## src/rtl/bldc_commutator.sv

```systemverilog
// -----------------------------------------------------------------------------
// bldc_commutator
//
// Six-step BLDC commutation engine. It decodes debounced hall inputs into an
// electrical sector and drives the half-bridge gates from a forward/reverse
// pattern table. An all-off dead-time gap is inserted on every pattern change.
// Brake mode turns on all three low sides. An invalid hall code that persists
// latches a fault. The time between sector changes is measured.
//
// Optional feature macro: BLDC_COMMUTATOR_SEQ_CHECK_EN
//   When defined, every valid sector change is checked for a +/-1 step, and a
//   skip sets the sticky seq_error flag. When undefined, seq_error is tied to 0.
//
// Ports
//   CLK          system clock
//   reset        synchronous, active-high reset
//   enable       1 = drive motor, 0 = all gates off (no dead time needed)
//   dir          1 = forward table, 0 = reverse table
//   brake        1 = all low sides on (after a dead-time gap)
//   hall         debounced hall code {h1,h2,h3}
//   pwm_in       PWM gating applied to the high-side gates
//   dead_time    all-off gap length in CLK cycles (0 behaves as 1)
//   fault_clear  clears a latched fault when the hall code is valid
//   gh           high-side gates {C,B,A}
//   gl           low-side gates {C,B,A}
//   sector       effective sector 0..5
//   step_pulse   one-cycle pulse on each valid sector change
//   step_period  cycles between the last two sector changes (saturating)
//   fault        latched invalid-hall fault
//   seq_error    sticky hall-sequence error (optional feature)
// -----------------------------------------------------------------------------
module bldc_commutator #(
   parameter int DT_WIDTH     = 10,
   parameter int HALL_OFFSET  = 0,
   parameter int FAULT_CNT    = 16,
   parameter int PERIOD_WIDTH = 24
) (
   input  logic                    CLK,
   input  logic                    reset,
   input  logic                    enable,
   input  logic                    dir,
   input  logic                    brake,
   input  logic [2:0]              hall,
   input  logic                    pwm_in,
   input  logic [DT_WIDTH-1:0]     dead_time,
   input  logic                    fault_clear,
   output logic [2:0]              gh,
   output logic [2:0]              gl,
   output logic [2:0]              sector,
   output logic                    step_pulse,
   output logic [PERIOD_WIDTH-1:0] step_period,
   output logic                    fault,
   output logic                    seq_error
);

   localparam logic [2:0] S_IDLE     = 3'd0;
   localparam logic [2:0] S_DEADTIME = 3'd1;
   localparam logic [2:0] S_DRIVE    = 3'd2;
   localparam logic [2:0] S_BRAKE    = 3'd3;
   localparam logic [2:0] S_FAULT    = 3'd4;

   localparam int FC_W = $clog2(FAULT_CNT + 1);

   localparam logic [2:0] PH_A = 3'b001;
   localparam logic [2:0] PH_B = 3'b010;
   localparam logic [2:0] PH_C = 3'b100;

   // Returns {valid, sector_raw}; 000 and 111 are invalid.
   function automatic logic [3:0] decode_hall(input logic [2:0] h);
      logic [3:0] r;
      case (h)
         3'b101:  r = 4'b1_000;
         3'b100:  r = 4'b1_001;
         3'b110:  r = 4'b1_010;
         3'b010:  r = 4'b1_011;
         3'b011:  r = 4'b1_100;
         3'b001:  r = 4'b1_101;
         default: r = 4'b0_000;
      endcase
      return r;
   endfunction

   // (s + HALL_OFFSET) mod 6, with s and HALL_OFFSET both in 0..5.
   function automatic logic [2:0] rotate_sector(input logic [2:0] s);
      logic [3:0] t;
      t = {1'b0, s} + 4'(HALL_OFFSET);
      if (t >= 4'd6) t = t - 4'd6;
      return t[2:0];
   endfunction

   // Returns {high_mask, low_mask} for a sector; reverse swaps the phases.
   function automatic logic [5:0] pattern(input logic [2:0] s, input logic d);
      logic [5:0] p;
      case (s)
         3'd0:    p = {PH_C, PH_B};
         3'd1:    p = {PH_A, PH_B};
         3'd2:    p = {PH_A, PH_C};
         3'd3:    p = {PH_B, PH_C};
         3'd4:    p = {PH_B, PH_A};
         3'd5:    p = {PH_C, PH_A};
         default: p = 6'b000_000;
      endcase
      if (!d) p = {p[2:0], p[5:3]};
      return p;
   endfunction

   logic [3:0]              hall_dec;
   logic                    hall_valid;
   logic [2:0]              sector_eff;
   logic                    sector_chg;
   logic                    fault_set;
   logic                    fault_clr;
   logic                    fault_nxt;
   logic [FC_W-1:0]         inv_cnt;
   logic [PERIOD_WIDTH-1:0] period_cnt;

   logic [2:0]              state;
   logic [2:0]              gh_sel;
   logic [DT_WIDTH-1:0]     dt_cnt;
   logic [DT_WIDTH-1:0]     dt_load;
   logic [4:0]              tgt;
   logic [4:0]              tgt_now;
   logic                    tgt_chg;
   logic [5:0]              pat;

   assign hall_dec   = decode_hall(hall);
   assign hall_valid = hall_dec[3];
   assign sector_eff = rotate_sector(hall_dec[2:0]);
   assign sector_chg = hall_valid && (sector_eff != sector);

   // Fault decisions are taken combinationally so the FSM can force the gates
   // off on the same edge that latches the fault.
   assign fault_set = !hall_valid && (inv_cnt >= FC_W'(FAULT_CNT - 1));
   assign fault_clr = fault_clear && hall_valid;
   assign fault_nxt = fault_clr ? 1'b0 : (fault | fault_set);

   // ---- hall decode / period measurement / fault latch stage ----
   always_ff @(posedge CLK) begin
      if (reset) begin
         sector      <= 3'd0;
         step_pulse  <= 1'b0;
         step_period <= '0;
         period_cnt  <= '0;
         inv_cnt     <= '0;
         fault       <= 1'b0;
      end else begin
         step_pulse <= 1'b0;
         if (period_cnt != '1) period_cnt <= period_cnt + 1'b1;
         if (hall_valid) begin
            inv_cnt <= '0;
            if (sector_chg) begin
               sector      <= sector_eff;
               step_pulse  <= 1'b1;
               step_period <= period_cnt;
               period_cnt  <= PERIOD_WIDTH'(1);
            end
         end else if (inv_cnt != FC_W'(FAULT_CNT)) begin
            inv_cnt <= inv_cnt + 1'b1;
         end
         fault <= fault_nxt;
      end
   end

`ifdef BLDC_COMMUTATOR_SEQ_CHECK_EN
   function automatic logic is_adjacent(input logic [2:0] o, input logic [2:0] n);
      logic [2:0] up;
      logic [2:0] dn;
      up = (o == 3'd5) ? 3'd0 : o + 3'd1;
      dn = (o == 3'd0) ? 3'd5 : o - 3'd1;
      return (n == up) || (n == dn);
   endfunction

   logic seen_first;
   logic seq_err_q;

   // The reset value of sector is not a real hall position, so the first
   // decoded sector is never compared against it.
   always_ff @(posedge CLK) begin
      if (reset) begin
         seen_first <= 1'b0;
         seq_err_q  <= 1'b0;
      end else begin
         if (hall_valid) seen_first <= 1'b1;
         if (fault_clr) begin
            seq_err_q <= 1'b0;
         end else if (sector_chg && seen_first && !is_adjacent(sector, sector_eff)) begin
            seq_err_q <= 1'b1;
         end
      end
   end

   assign seq_error = seq_err_q;
`else
   assign seq_error = 1'b0;
`endif

   assign tgt_now = {sector, dir, brake};
   assign tgt_chg = (tgt_now != tgt);
   assign dt_load = (dead_time == '0) ? DT_WIDTH'(1) : dead_time;
   assign pat     = pattern(sector, dir);

   // ---- commutation FSM / gate register stage ----
   // gh_sel and gl are always written together, so a high and low side of the
   // same phase can never be on in the same cycle.
   always_ff @(posedge CLK) begin
      if (reset) begin
         state  <= S_IDLE;
         gh_sel <= 3'b000;
         gl     <= 3'b000;
         dt_cnt <= '0;
         tgt    <= '0;
      end else if (!enable) begin
         state  <= S_IDLE;
         gh_sel <= 3'b000;
         gl     <= 3'b000;
      end else if (fault_nxt) begin
         state  <= S_FAULT;
         gh_sel <= 3'b000;
         gl     <= 3'b000;
      end else begin
         case (state)
            S_IDLE: begin
               state  <= S_DEADTIME;
               dt_cnt <= dt_load;
               tgt    <= tgt_now;
               gh_sel <= 3'b000;
               gl     <= 3'b000;
            end
            S_DEADTIME: begin
               if (tgt_chg) begin
                  // Target moved while waiting: restart the full gap.
                  dt_cnt <= dt_load;
                  tgt    <= tgt_now;
               end else if (dt_cnt <= DT_WIDTH'(1)) begin
                  if (brake) begin
                     state  <= S_BRAKE;
                     gh_sel <= 3'b000;
                     gl     <= 3'b111;
                  end else begin
                     state  <= S_DRIVE;
                     gh_sel <= pat[5:3];
                     gl     <= pat[2:0];
                  end
               end else begin
                  dt_cnt <= dt_cnt - 1'b1;
               end
            end
            S_DRIVE: begin
               if (tgt_chg) begin
                  state  <= S_DEADTIME;
                  dt_cnt <= dt_load;
                  tgt    <= tgt_now;
                  gh_sel <= 3'b000;
                  gl     <= 3'b000;
               end
            end
            S_BRAKE: begin
               if (!brake) begin
                  state  <= S_DEADTIME;
                  dt_cnt <= dt_load;
                  tgt    <= tgt_now;
                  gh_sel <= 3'b000;
                  gl     <= 3'b000;
               end
            end
            S_FAULT: begin
               // Only reached here once the fault has been cleared.
               state  <= S_IDLE;
               gh_sel <= 3'b000;
               gl     <= 3'b000;
            end
            default: begin
               state  <= S_IDLE;
               gh_sel <= 3'b000;
               gl     <= 3'b000;
            end
         endcase
      end
   end

   assign gh = gh_sel & {3{pwm_in}};

endmodule

```

## config.mk

```make
export PLATFORM = sky130hd
export DESIGN_NAME = bldc_commutator
export DESIGN_NICKNAME = d
export VERILOG_FILES = /design/src/rtl/bldc_commutator.sv
export SDC_FILE = /design/constraint.sdc
export NUM_CORES = 1
export LEC_CHECK = 0
export ABC_AREA = 1
export BUFFER_PORTS_ARGS = -buffer_cell sky130_fd_sc_hd__buf_2
export CORE_ASPECT_RATIO = 1.2
export CORE_UTILIZATION = 49
export DETAILED_ROUTE_END_ITERATION = 16
export HOLD_SLACK_MARGIN = 0.06
export PLACE_DENSITY = 0.71
export SLEW_MARGIN = 0
export SYNTH_ARGS = -nofsm -noshare
export SYNTH_HDL_FRONTEND = slang
export SYNTH_SLANG_ARGS = --single-unit
```

## constraint.sdc

```tcl
create_clock -name CLK -period 5.21 [get_ports CLK]
set_input_delay 1.042 -clock CLK [delete_from_list [all_inputs] [get_ports CLK]]
set_output_delay 1.042 -clock CLK [all_outputs]
set_load 0.05 [all_outputs]
```

==> metrics.md, run 1 <==
| Metric | Value |
|---|---|
| Largest cells by area after synthesis | dfxtp_1 39%, nor2_1 12%, nand2_1 12% |
| Met2 usage | 0.382 |
| Fillers | ~800 |
| Port bufs | between 50 and 60 |
| Synth Warn # | 0 |
| RD Place Congestion | approximately 0.90 |
| Sink Count | 82 |
| Lkg Pwr | ~2.2 nW |
| Max_cap viols | 0 |
| DRT Pass-1 Iters | 4 |
| DRT Wirelength | roughly 9300 µm |
| Worst-path fanout max | 29 |
| Worst-path clk slew | 0.08 ns |
| Setup TNS | 0 ns |
| Overall routing resource usage | 0.221 |
| Final worst path period share | 0.570 |
| Vias in the first global route | 3692 |
| First-pass GRT wire length | 15900 µm |
| Crit path from | hall[2] |
| Placement Cell Area | 0.00454 mm² |
| Avg Inst Size Synth | between 6 and 7 µm² |
| Post-CTS setup buffer count | 0 |
| DRC viols | 0 |
| CP Capture Type | flip-flop |
| Fin area | roughly 0.0048 mm² |
| Avg WL per Cell | roughly 12 µm |
| Via count | 3935 |
| Clk buf depth | 2 |
| Largest area contributor in the netlist | dfxtp_1 |
| Ant. Diodes | 0 |
| Yosys top cell area share | 0.389 |
| Syn_nets | 653 |
| 1st-iter DRT viols | 208 |
| Met1 Use GR | 0.261 |
| Area of the multi-input gates | 0.00224 mm² |
| H-tree depth | 3 |
| Vias per cell | 4.96 |
| Top Usage Layer GRT | met2 |
| Die area | 0.00900 mm² |
| Startpoint types | primary input |
| Skew final | roughly 0.010 ns |
| Area grow syn2layout | 13.5% |
| Core Region | 0.00824 mm² |
| Max Slew Vio Count | 0 |
| Worst reg2reg path depth | 7 |
| Initial antenna violation count | 0 |
| Layout Utilization | 0.582 |
| Post-synthesis sequential area ratio | 0.389 |
| Die height | approximately 100 µm |
| Nets | 700 |
| Fin. Hold Viols | 0 |
| Worst EP arrival | 3.24 ns |
| Num CTS Buffers | 9 |
| Largest net degree at the start of global routing | 45 |
| Clk_lat worst skew | roughly 0.36 ns |
| Total power | 1.54 mW |
| Setup violators final | 0 |
| Hold Buf Count CTS | 0 |
| R2r startpoint | sector[2] |
| Critical path type | primary input to flip-flop |
| FF+latch count, synth | 82 |
| Status | finished, final reports clean |
| Register-to-Register Setup Slack | 2.62 ns |
| Yosys cell types | 34 |
| Routing usage on met3 | 0.0287 |
| CTS Root Cell | clkbuf_8 |
| Fmax | between 300 and 400 MHz |
| Sum of net half-perimeters after detailed placement | 6860 µm |
| Min-delay worst type | flip-flop to flip-flop |
| CTS tree | done |
| Share of cells above drive strength 1 | 0.131 |
| Std-Cell Rows | 36 |
| Critical path destination | period_cnt[2] |
| RSZ-0062 raised after global routing | no |
| Sequential Area | 0.00164 mm² |
| Critical Path RT | 5.48 ns |
| Initial Utilization | 0.513 |
| Slew @ Worst Pin | 0.767 ns |
| Crit path time final | 2.97 ns |
| # resized after CTS | 0 |
| Normalized max-slew margin | 0.487 |
| Cell area after synthesis | ~0.0042 mm² |
| Die width | 86.8 µm |
| Power density cells | 322 mW/mm² |
| Synth Instances | 627 |
| Peak supply drop | approximately 0.00017 V |
| Antenna-violating nets left | 0 |
| I/O pin total | 56 |
| Reg-to-reg endpoint | period_cnt[2] |
| Gr ovfl total | 0 |
metrics by stage:
stage / worst slack [ns] / hold slack, ns / instances
floorplan: 2.78 / 0.441 / 627
global placement: 1.95 / 0.449 / 777
detailed placement: 1.85 / 0.455 / 777
CTS: 2.22 / 0.467 / 793
global route: 1.86 / 0.482 / 793
finish: 2.24 / 0.461 / 793
synth_stat cells (all sizes together):
cell type	n
dfxtp	82
nand4	17
xor2	20
clkinv	1
ha	6
nand3b	2
nand2	134
inv	62
clkbuf	7
and2	1
nor2	144
nor3	14
o21bai	6
buf	12
nand3	30
a21oi	27
or2	2
a31oi	1
o22ai	2
conb	1
o21ai	46
a211oi	1
xnor2	9
cell type report:
| cell class | count | area share |
|---|---|---|
| Sequential cell | 82 | 0.342 |
| Inverter | 63 | 0.0493 |
| Tap cell | 114 | 0.0297 |
| Multi-Input combinational cell | 463 | 0.468 |
| Timing Repair Buffer | 55 | 0.0579 |
| Clock inverter | 5 | 0.0209 |
| Clock buffer | 11 | 0.0316 |
routing by layer:
metal / up-vias / wire (µm)
met2: 75 / 4580
met5: - / 0
met3: 22 / 288
met1: 1751 / 4170
li1: 2087 / -
met4: 0 / 246
logic make-up after synthesis:
group                    share of synthesized area
AO/OA/AOI/OAI                                0.104
XOR/XNOR                                    0.0601
adder cells (fa/ha/maj)                     0.0178
buffers and inverters                       0.0802
flip-flops                                   0.389
other                                     0.000888
AND/OR/NAND/NOR                              0.348
worst max-delay path, cell delays in order:
cell and delay (ns):
buf_2 0.10, inv_1 0.04, nand2_1 0.11, nand3_1 0.09
nand2_1 0.09, xor2_1 0.15, nand2_1 0.06, nand2_1 0.56
nand2_1 0.66, a21oi_1 0.31
power breakdown:
group	internal, mW	leakage, nW	switching (mW)	total (mW)
sequential	0.662	0.670	0.0255	0.687
combinational	0.0767	1.43	0.209	0.286
clock	0.343	0.129	0.229	0.572
sequential cells by signal, indices dropped and copies added, names as in the netlist, 3 cells and up:
signal,cells
tgt,5
period_cnt,24
inv_cnt,5
sector,3
state,3
gl,3
gh_sel,3
dt_cnt,10
step_period,24
cells in the final DEF (no fill, tap or decap), drive strengths merged, types with 11 or more instances in the layout:
| cell | synthesis | layout |
|---|---|---|
| nand3 | 30 | 30 |
| nor2 | 144 | 144 |
| clkbuf | 7 | 11 |
| nand4 | 17 | 17 |
| nor3 | 14 | 14 |
| a21oi | 27 | 27 |
| nand2 | 134 | 134 |
| buf | 12 | 55 |
| dfxtp | 82 | 82 |
| o21ai | 46 | 46 |
| xor2 | 20 | 20 |
| inv | 62 | 62 |
worst min-delay path by stage:
stage | start | to | slack [ns] | cells after the start
after floorplan | gh_sel[1] | gh_sel[1] | 0.44 | 2
after global placement | gl[2] | gl[2] | 0.45 | 2
after detailed placement | gl[0] | gl[0] | 0.45 | 2
after CTS | gl[0] | gl[0] | 0.47 | 2
after global routing | gl[1] | gl[1] | 0.48 | 2
final | gl[0] | gl[0] | 0.46 | 2
No activity file was read; power rests on OpenSTA's default activity.
==> run 2: changes to the inputs <==
--- a/config.mk
+++ b/config.mk
@@ -5,13 +5,13 @@
 export SDC_FILE = /design/constraint.sdc
 export NUM_CORES = 1
 export LEC_CHECK = 0
-export ABC_AREA = 1
+export ABC_AREA = 0
 export BUFFER_PORTS_ARGS = -buffer_cell sky130_fd_sc_hd__buf_2
 export CORE_ASPECT_RATIO = 1.2
 export CORE_UTILIZATION = 49
 export DETAILED_ROUTE_END_ITERATION = 16
 export HOLD_SLACK_MARGIN = 0.06
-export PLACE_DENSITY = 0.71
+export PLACE_DENSITY = 0.72
 export SLEW_MARGIN = 0
 export SYNTH_ARGS = -nofsm -noshare
 export SYNTH_HDL_FRONTEND = slang
==> constraint.sdc (replaced) <==
create_clock -name CLK -period 2.9 [get_ports CLK]
set_input_delay 0.58 -clock CLK [delete_from_list [all_inputs] [get_ports CLK]]
set_output_delay 0.58 -clock CLK [all_outputs]
set_load 0.05 [all_outputs]
==> run 2 against run 1 <==
  * Area after synthesis shrank 4.1%
  * Register-to-register slack got worse by 2.3 ns
  * Via count decreased by 13%
  * Worst hold slack better by 0.0020 ns
  * Sequential share of layout area grew 1.4 points
  * Non-clock buffer count grew 8
  * Setup slack lost 2.0 ns
  * Count of clock-buffer cells in the layout fell by 1
  * Cell count decreased by 23%
  * Sequential power grew 70%
  * Sequential cell count unchanged
  * Largest cell class unchanged
==> metrics.md, run 2 <==
| Metric | Value |
|---|---|
| Setup violators final | 0 (unchanged) |
| Top Usage Layer GRT | met2 |
| Met1 Use GR | 0.233 (-0.0278) |
| Met2 usage | 0.387 (+0.00501) |
| Die width | 85.0 µm (-2.0%) |
| Std-Cell Rows | 35 (-2.8%) |
| Slew @ Worst Pin | 0.667 ns (-0.0999 ns) |
| Worst reg2reg path depth | 9 (+2) |
| Yosys top cell area share | 0.405 (+0.0168) |
| FF+latch count, synth | 82 (unchanged) |
| Clk_lat worst skew | 0.35 ns (about the same) |
| Power density cells | 507 mW/mm² (+57%) |
| Top flop regs | period_cnt x24, step_period x24, dt_cnt x10 |
| R2r startpoint | inv_cnt[1] |
| Critical path type | flip-flop to flip-flop |
| Post-CTS setup buffer count | 0 (unchanged) |
| Die height | 102 µm (-2.1%) |
| Critical Path RT | 3.18 ns (-2.30 ns) |
| CTS Root Cell | clkbuf_8 |
| Status | finished, final reports clean |
| Min-delay worst type | flip-flop to flip-flop |
| Share of cells above drive strength 1 | 0.190 (+0.0586) |
| Lkg Pwr | 1.86 nW (-17%) |
| DRC viols | 0 (unchanged) |
| Reg-to-reg endpoint | dt_cnt[3] |
| Initial antenna violation count | 0 (unchanged) |
| Most frequent cells after synthesis | 82 x dfxtp_1, 81 x nor2_1, 39 x mux2i_1 |
| Area grow syn2layout | 13.8% |
| DRT Wirelength | 8410 µm (-9.5%) |
| Gr ovfl total | 0 (unchanged) |
| Avg WL per Cell | 13.7 µm (+17%) |
| Fmax | 381 MHz |
| Core Region | 0.00784 mm² (-4.9%) |
| Nets | 543 (-22%) |
| Sequential power share | 0.501 (+0.056) |
| Placed cells | 598 (-23%) |
| Setup TNS | 0 ns (unchanged) |
| Crit path time final | 2.62 ns |
| Worst-path clk slew | 0.09 ns (about the same) |
| Initial Utilization | 0.517 (+0.00408) |
| Placement Cell Area | 0.00439 mm² (-3.3%) |
| Top-count cell post-synth | dfxtp_1 |
| Max Slew Vio Count | 0 (unchanged) |
| Comb power frac | 0.130 (-0.055) |
| Fin area | 0.00461 mm² (-3.8%) |
| Num CTS Buffers | 9 (unchanged) |
| Worst-path fanout max | 19 (-34%) |
| Peak supply drop | 0.000348 V (+100%) |
| Register-to-Register Setup Slack | 0.28 ns (-2.34 ns) |
| 1st-iter DRT viols | 66 (-68%) |
| H-tree depth | 3 (unchanged) |
| Overall routing resource usage | 0.208 (-0.0134) |
| Clk buf depth | 2 (unchanged) |
| Hold endpoint | gl[2] |
| Clock share of power | 0.369 (about the same) |
| Largest net degree at the start of global routing | 35 (-22%) |
| Routing usage on met3 | 0.0359 (+0.00717) |
| Worst EP arrival | 2.91 ns (-0.33 ns) |
| RSZ-0062 raised after global routing | no |
| Die area | 0.00863 mm² (-4.1%) |
| Post-synth EDFFs | 0 (unchanged) |
| Post-synth ARST share | 0 (unchanged) |
| I/O pin total | 56 (unchanged) |
| DRT Pass-1 Iters | 4 (unchanged) |
| Post-synthesis sequential area ratio | 0.405 (+0.0168) |
| Final worst path period share | 0.904 |
| Total power | 2.34 mW (+51%) |
| Avg Inst Size Synth | 8.62 µm² (+28%) |
| Antenna-violating nets left | 0 (unchanged) |
| Normalized max-slew margin | 0.555 (+0.0678) |
| Hold Startpoint | gl[2] |
| Sw Share | 0.274 (-0.0260) |
| Skew final | 0.00954 ns (-0.000714 ns) |
| CP Capture Type | flip-flop |
| Yosys cell types | 59 (+74%) |
| Via count | 3415 (-13%) |
| Max_cap viols | 0 (unchanged) |
| Sink Count | 82 (unchanged) |
| Internal power | 1.70 mW (+57%) |
| NetSw | 0.641 mW (+38%) |
| Synth Instances | 470 (-25%) |
| Largest area contributor in the netlist | dfxtp_1 |
| Sum of net half-perimeters after detailed placement | 6060 µm (-12%) |
| Startpoint types | flip-flop |
| Hold Buf Count CTS | 0 (unchanged) |
| First-pass GRT wire length | 14500 µm (-8.7%) |
| Dominant synthesized flop cell | dfxtp_1 |
| Vias per cell | 5.56 (+12%) |
| Synth Warn # | 0 (unchanged) |
| Non-filler cells, final | 614 (-23%) |
| Vias in the first global route | 3328 (-9.9%) |
| Hold-critical path depth | 1 (-1) |
| RD Place Congestion | 0.866 (-3.4%) |
| Ant. Diodes | 0 (unchanged) |
| Port bufs | 54 (unchanged) |
| Commonest non-fill, non-tap cell in the layout | dfxtp_1 |
| Fin. Hold Viols | 0 (unchanged) |
| Largest cells by area after synthesis | dfxtp_1 41%, mux2i_1 9.6%, nor2_1 7.5% |
| Most frequent cells in the layout | 82 x dfxtp_1, 81 x nor2_1, 54 x buf_2 |
| CTS tree | done |
| Syn_nets | 496 (-24%) |
| Cell area after synthesis | 0.00405 mm² (-4.1%) |
## run 2: changes by cell type after synthesis, moves of 9 or more
cell,before,now
xnor2_1,9,20
o21ai_0,44,11
nand2_1,133,18
and3_1,0,11
clkbuf_1,5,19
mux2i_1,0,39
nand3_1,28,13
inv_1,59,13
a21oi_1,26,16
nand4_1,16,7
nor2_1,136,81
## run 2: power groups by stage
stage | clock network, mW | logic [mW] | registers (mW)
finish | 0.864 | 0.304 | 1.17
global route | 0.935 | 0.336 | 1.18
CTS | 0.884 | 0.305 | 1.17
detailed placement | 0 | 0.304 | 1.20
global placement | 0 | 0.299 | 1.20
floorplan | 0 | 0.219 | 1.21
## run 2: stage by stage
step | utilization | hold slack [ns] | setup WS (ns)
global placement | 0.560 | 0.441 | 0.289
detailed placement | 0.560 | 0.443 | 0.171
finish | 0.588 | 0.463 | 0.277
global route | 0.588 | 0.490 | 0.0478
CTS | 0.587 | 0.468 | 0.132
floorplan | - | 0.441 | 0.338
## run 2: final cells by class
| type | instances | area [µm²] |
|---|---|---|
| Multi-Input combinational cell | 348 | 2260 |
| Inverter | 13 | 48.8 |
| Clock inverter | 6 | 72.6 |
| Timing Repair Buffer | 63 | 338 |
| Clock buffer | 10 | 138 |
| Fill cell | 724 | 3230 |
| Sequential cell | 82 | 1640 |
| Tap cell | 92 | 115 |
## run 2: critical path, cell delays in order, from the launching register on
cell and delay [ns]:
dfxtp_1 0.35, ha_1 0.22, and3_1 0.19, ha_1 0.17
or3_1 0.35, o32ai_2 0.23, o211ai_1 0.18, nand2b_2 0.37
or2_2 0.36, a21oi_1 0.13
## run 2: how the worst max path moves through the flow
| stage | from | end | cells after the start |
|---|---|---|---|
| finish | inv_cnt[1] | dt_cnt[3] | 9 |
| global route | inv_cnt[1] | dt_cnt[7] | 9 |
| CTS | inv_cnt[1] | dt_cnt[3] | 9 |
| detailed placement | inv_cnt[0] | dt_cnt[1] | 9 |
| global placement | inv_cnt[0] | dt_cnt[3] | 9 |
| floorplan | sector[1] | dt_cnt[8] | 8 |
## run 2: what timing repair did
item                                    4_1_cts  5_1_grt
endpoints found under the setup margin        0        8
gates resized for setup                       0        1
endpoints found under the hold margin         0        0
## run 2: cell families (layout without fill, tap and decap cells)
group	after synthesis	count (layout)	synth area share
AND/OR/NAND/NOR	199	199	0.247
flip-flops	82	82	0.405
AO/OA/AOI/OAI	71	71	0.119
buffers and inverters	40	92	0.0436
multiplexers	39	39	0.0964
XOR/XNOR	32	32	0.0692
adder cells (fa/ha/maj)	6	6	0.0185
other	1	1	0.000926
## run 2: metal layers
metal / vias to the layer above / share of wire
met2: 52 / 0.51
met4: 0 / 0.021
met5: - / 0
met3: 15 / 0.027
li1: 1736 / -
met1: 1612 / 0.44
==> run 3: changes to the inputs <==
--- a/config.mk
+++ b/config.mk
@@ -11,7 +11,7 @@
 export CORE_UTILIZATION = 49
 export DETAILED_ROUTE_END_ITERATION = 16
 export HOLD_SLACK_MARGIN = 0.06
-export PLACE_DENSITY = 0.72
+export PLACE_DENSITY_LB_ADDON = 0.2
 export SLEW_MARGIN = 0
 export SYNTH_ARGS = -nofsm -noshare
 export SYNTH_HDL_FRONTEND = slang
==> run 3 against run 2 <==
  * Setup slack worse by 0.024 ns
  * Sequential power hardly changed
  * Cell count is 0.16% higher
  * Register-to-register slack worse by 0.02 ns
  * Sequential share of layout area is 0.55 points lower
  * Core utilization is 0.93 points higher
  * Highest routed layer unchanged
  * Clock skew is 0.0011 ns lower
  * Critical endpoint is now dt_cnt[8]
  * Sequential cell count stayed put
  * Design area is 1.6% higher
  * Die area stayed put
==> metrics.md, run 3 (synthesis gave the netlist of run 2 again) <==
| Metric | Value |
|---|---|
| Worst path slowest cell | nand2b_2 |
| Skew final | 0.00841 ns (-0.00113 ns) |
| Crit-path cells | ha_1 > and3_1 > ha_1 > or3_1 > o32ai_2 > o211ai_1 > nand2b_2 > or2_2 > a21oi_2 |
| Crit path time final | 2.65 ns (+0.0238 ns) |
| Setup violators final | 0 (unchanged) |
| Hold Startpoint | gl[2] |
| Sink Count | 82 (unchanged) |
| Power density cells | 551 mW/mm² (+8.6%) |
| Sequential Area | 0.00164 mm² (unchanged) |
| Fin. Hold Viols | 0 (unchanged) |
| Internal power | 1.95 mW (+15%) |
| Nets | 544 (+0.18%) |
| Worst EP arrival | 2.93 ns (+0.02 ns) |
| Commonest non-fill, non-tap cell in the layout | dfxtp_1 |
| NetSw | 0.626 mW (-2.3%) |
| Fin area | 0.00468 mm² (+1.6%) |
| Overall routing resource usage | 0.202 (-0.00596) |
| Avg WL per Cell | 13.5 µm (-1.6%) |
| Final worst path period share | 0.913 (+0.00822) |
| Std-Cell Rows | 35 (unchanged) |
| H-tree depth | 3 (unchanged) |
| # resized after CTS | 0 (unchanged) |
| Initial Utilization | 0.517 (unchanged) |
| Worst-path fanout max | 19 (unchanged) |
| DRC viols | 0 (unchanged) |
| I/O pin total | 56 (unchanged) |
| Total power | 2.58 mW (+10%) |
| Slew @ Worst Pin | 0.609 ns (-0.0587 ns) |
| Hold endpoint | gl[2] |
| Comb power frac | 0.119 (-0.011) |
| RSZ-0062 raised after global routing | no |
| CTS Root Cell | clkbuf_8 |
| Fillers | 674 (-6.9%) |
| Fmax | 378 MHz (-0.90%) |
| Critical Path RT | 3.18 ns (about the same) |
| DRT Pass-1 Iters | 4 (unchanged) |
| Worst reg2reg path depth | 9 (unchanged) |
| CP max stage delay | 0.37 ns (about the same) |
| Register-to-Register Setup Slack | 0.25 ns (-0.02 ns) |
| Core Region | 0.00784 mm² (unchanged) |
| Startpoint types | flip-flop |
| Die height | 102 µm (unchanged) |
| Vias in the first global route | 3160 (-5.0%) |
| Vias per cell | 5.55 (-0.22%) |
| Share of cells above drive strength 1 | 0.191 (+0.00155) |
| Clock share of power | 0.428 (+0.059) |
| Reg-to-reg endpoint | dt_cnt[8] |
| Max_cap viols | 0 (unchanged) |
| Placed cells | 599 (+0.17%) |
| Initial antenna violation count | 0 (unchanged) |
| Most frequent cells in the layout | 82 x dfxtp_1, 81 x nor2_1, 54 x buf_2 |
| Lkg Pwr | 1.90 nW (+2.0%) |
| Min-delay worst type | flip-flop to flip-flop |
| Top flop regs | period_cnt x24, step_period x24, dt_cnt x10 |
| Non-filler cells, final | 615 (+0.16%) |
| Via count | 3413 (-0.059%) |
| Sequential power share | 0.454 (-0.047) |
| Die width | 85.0 µm (unchanged) |
| Sum of net half-perimeters after detailed placement | 6010 µm (-0.83%) |
| Port bufs | 54 (unchanged) |
| Post-CTS setup buffer count | 0 (unchanged) |
| 1st-iter DRT viols | 92 (+39%) |
| Hold Buf Count CTS | 0 (unchanged) |
| Status | finished, final reports clean |
| CP Capture Type | flip-flop |
| Die area | 0.00863 mm² (unchanged) |
| Antenna-violating nets left | 0 (unchanged) |
| Gr ovfl total | 0 (unchanged) |
| CTS tree | done |
| Max Slew Vio Count | 0 (unchanged) |
| R2r startpoint | inv_cnt[1] |
| Ant. Diodes | 0 (unchanged) |
| Clk_lat worst skew | 0.35 ns (about the same) |
| Worst-path clk slew | 0.09 ns (about the same) |
| Most used cell, CP | ha_1 |
| Num CTS Buffers | 9 (unchanged) |
| Placement Cell Area | 0.00440 mm² (+0.17%) |
| Normalized max-slew margin | 0.592 (+0.0373) |
| Setup TNS | 0 ns (unchanged) |
| Peak supply drop | 0.000313 V (-10%) |
| Area of the multi-input gates | 0.00226 mm² (unchanged) |
| Critical path type | flip-flop to flip-flop |
| First-pass GRT wire length | 14100 µm (-3.2%) |
| Hold-critical path depth | 1 (unchanged) |
| Sw Share | 0.243 (-0.0312) |
| DRT Wirelength | 8290 µm (-1.5%) |
| Clk buf depth | 2 (unchanged) |
| RD Place Congestion | 0.830 (-4.2%) |
| Largest net degree at the start of global routing | 29 (-17%) |
| Area grow syn2layout | 15.6% |
## run 3: cell types whose count changed in the layout (fill, tap and decap cells not counted), sizes merged
cell,change
clkinv,+1
inv,-3
bufinv,+3
clkinvlp,-1
buf,+1
## run 3: final cells by class
cell class,instances,area share
repair buffers,64,0.0737
inverters,13,0.0104
well taps,92,0.0246
flip-flops and latches,82,0.351
clock buffers,10,0.0294
clock inverters,6,0.0294
multi-input cells,348,0.482
## run 3: metal layers
metal  up-vias  global-route usage  routed length [µm]
met4         0              0.0730                 105
met1      1591               0.235                3600
met3        11              0.0456                 333
li1       1737                   -                   -
met5         -                   0                   0
met2        74               0.364                4240
## run 3: power groups by stage
stage	registers (mW)	logic [mW]	clock network, mW
final	1.17	0.306	1.10
after global routing	1.17	0.338	1.18
after CTS	1.17	0.308	1.13
after detailed placement	1.20	0.307	0
after global placement	1.20	0.303	0
after floorplan	1.21	0.219	0
## run 3: how the worst max path moves through the flow
stage / from / endpoint / cells after the start
final: inv_cnt[1] / dt_cnt[8] / 9
after global routing: inv_cnt[0] / dt_cnt[3] / 9
after CTS: inv_cnt[1] / dt_cnt[3] / 9
after detailed placement: inv_cnt[1] / dt_cnt[9] / 9
after global placement: hall[2] / dt_cnt[3] / 7
after floorplan: sector[1] / dt_cnt[8] / 8
## run 3: metrics by stage
step / util / setup slack (ns) / hold slack [ns]
final: 0.597 / 0.254 / 0.461
after global routing: 0.597 / 0.0974 / 0.491
after CTS: 0.596 / 0.150 / 0.468
after detailed placement: 0.561 / 0.176 / 0.445
after global placement: 0.561 / 0.249 / 0.439
after floorplan: - / 0.338 / 0.441
## run 3: worst max-delay path, delay by kind of cell, from the launching register on
family                     cells  cell delay, ns
AOI/OAI and AO/OA              3            0.57
adders and majority gates      2            0.38
and+or+nand+nor                4            1.28
DFF                            1            0.36
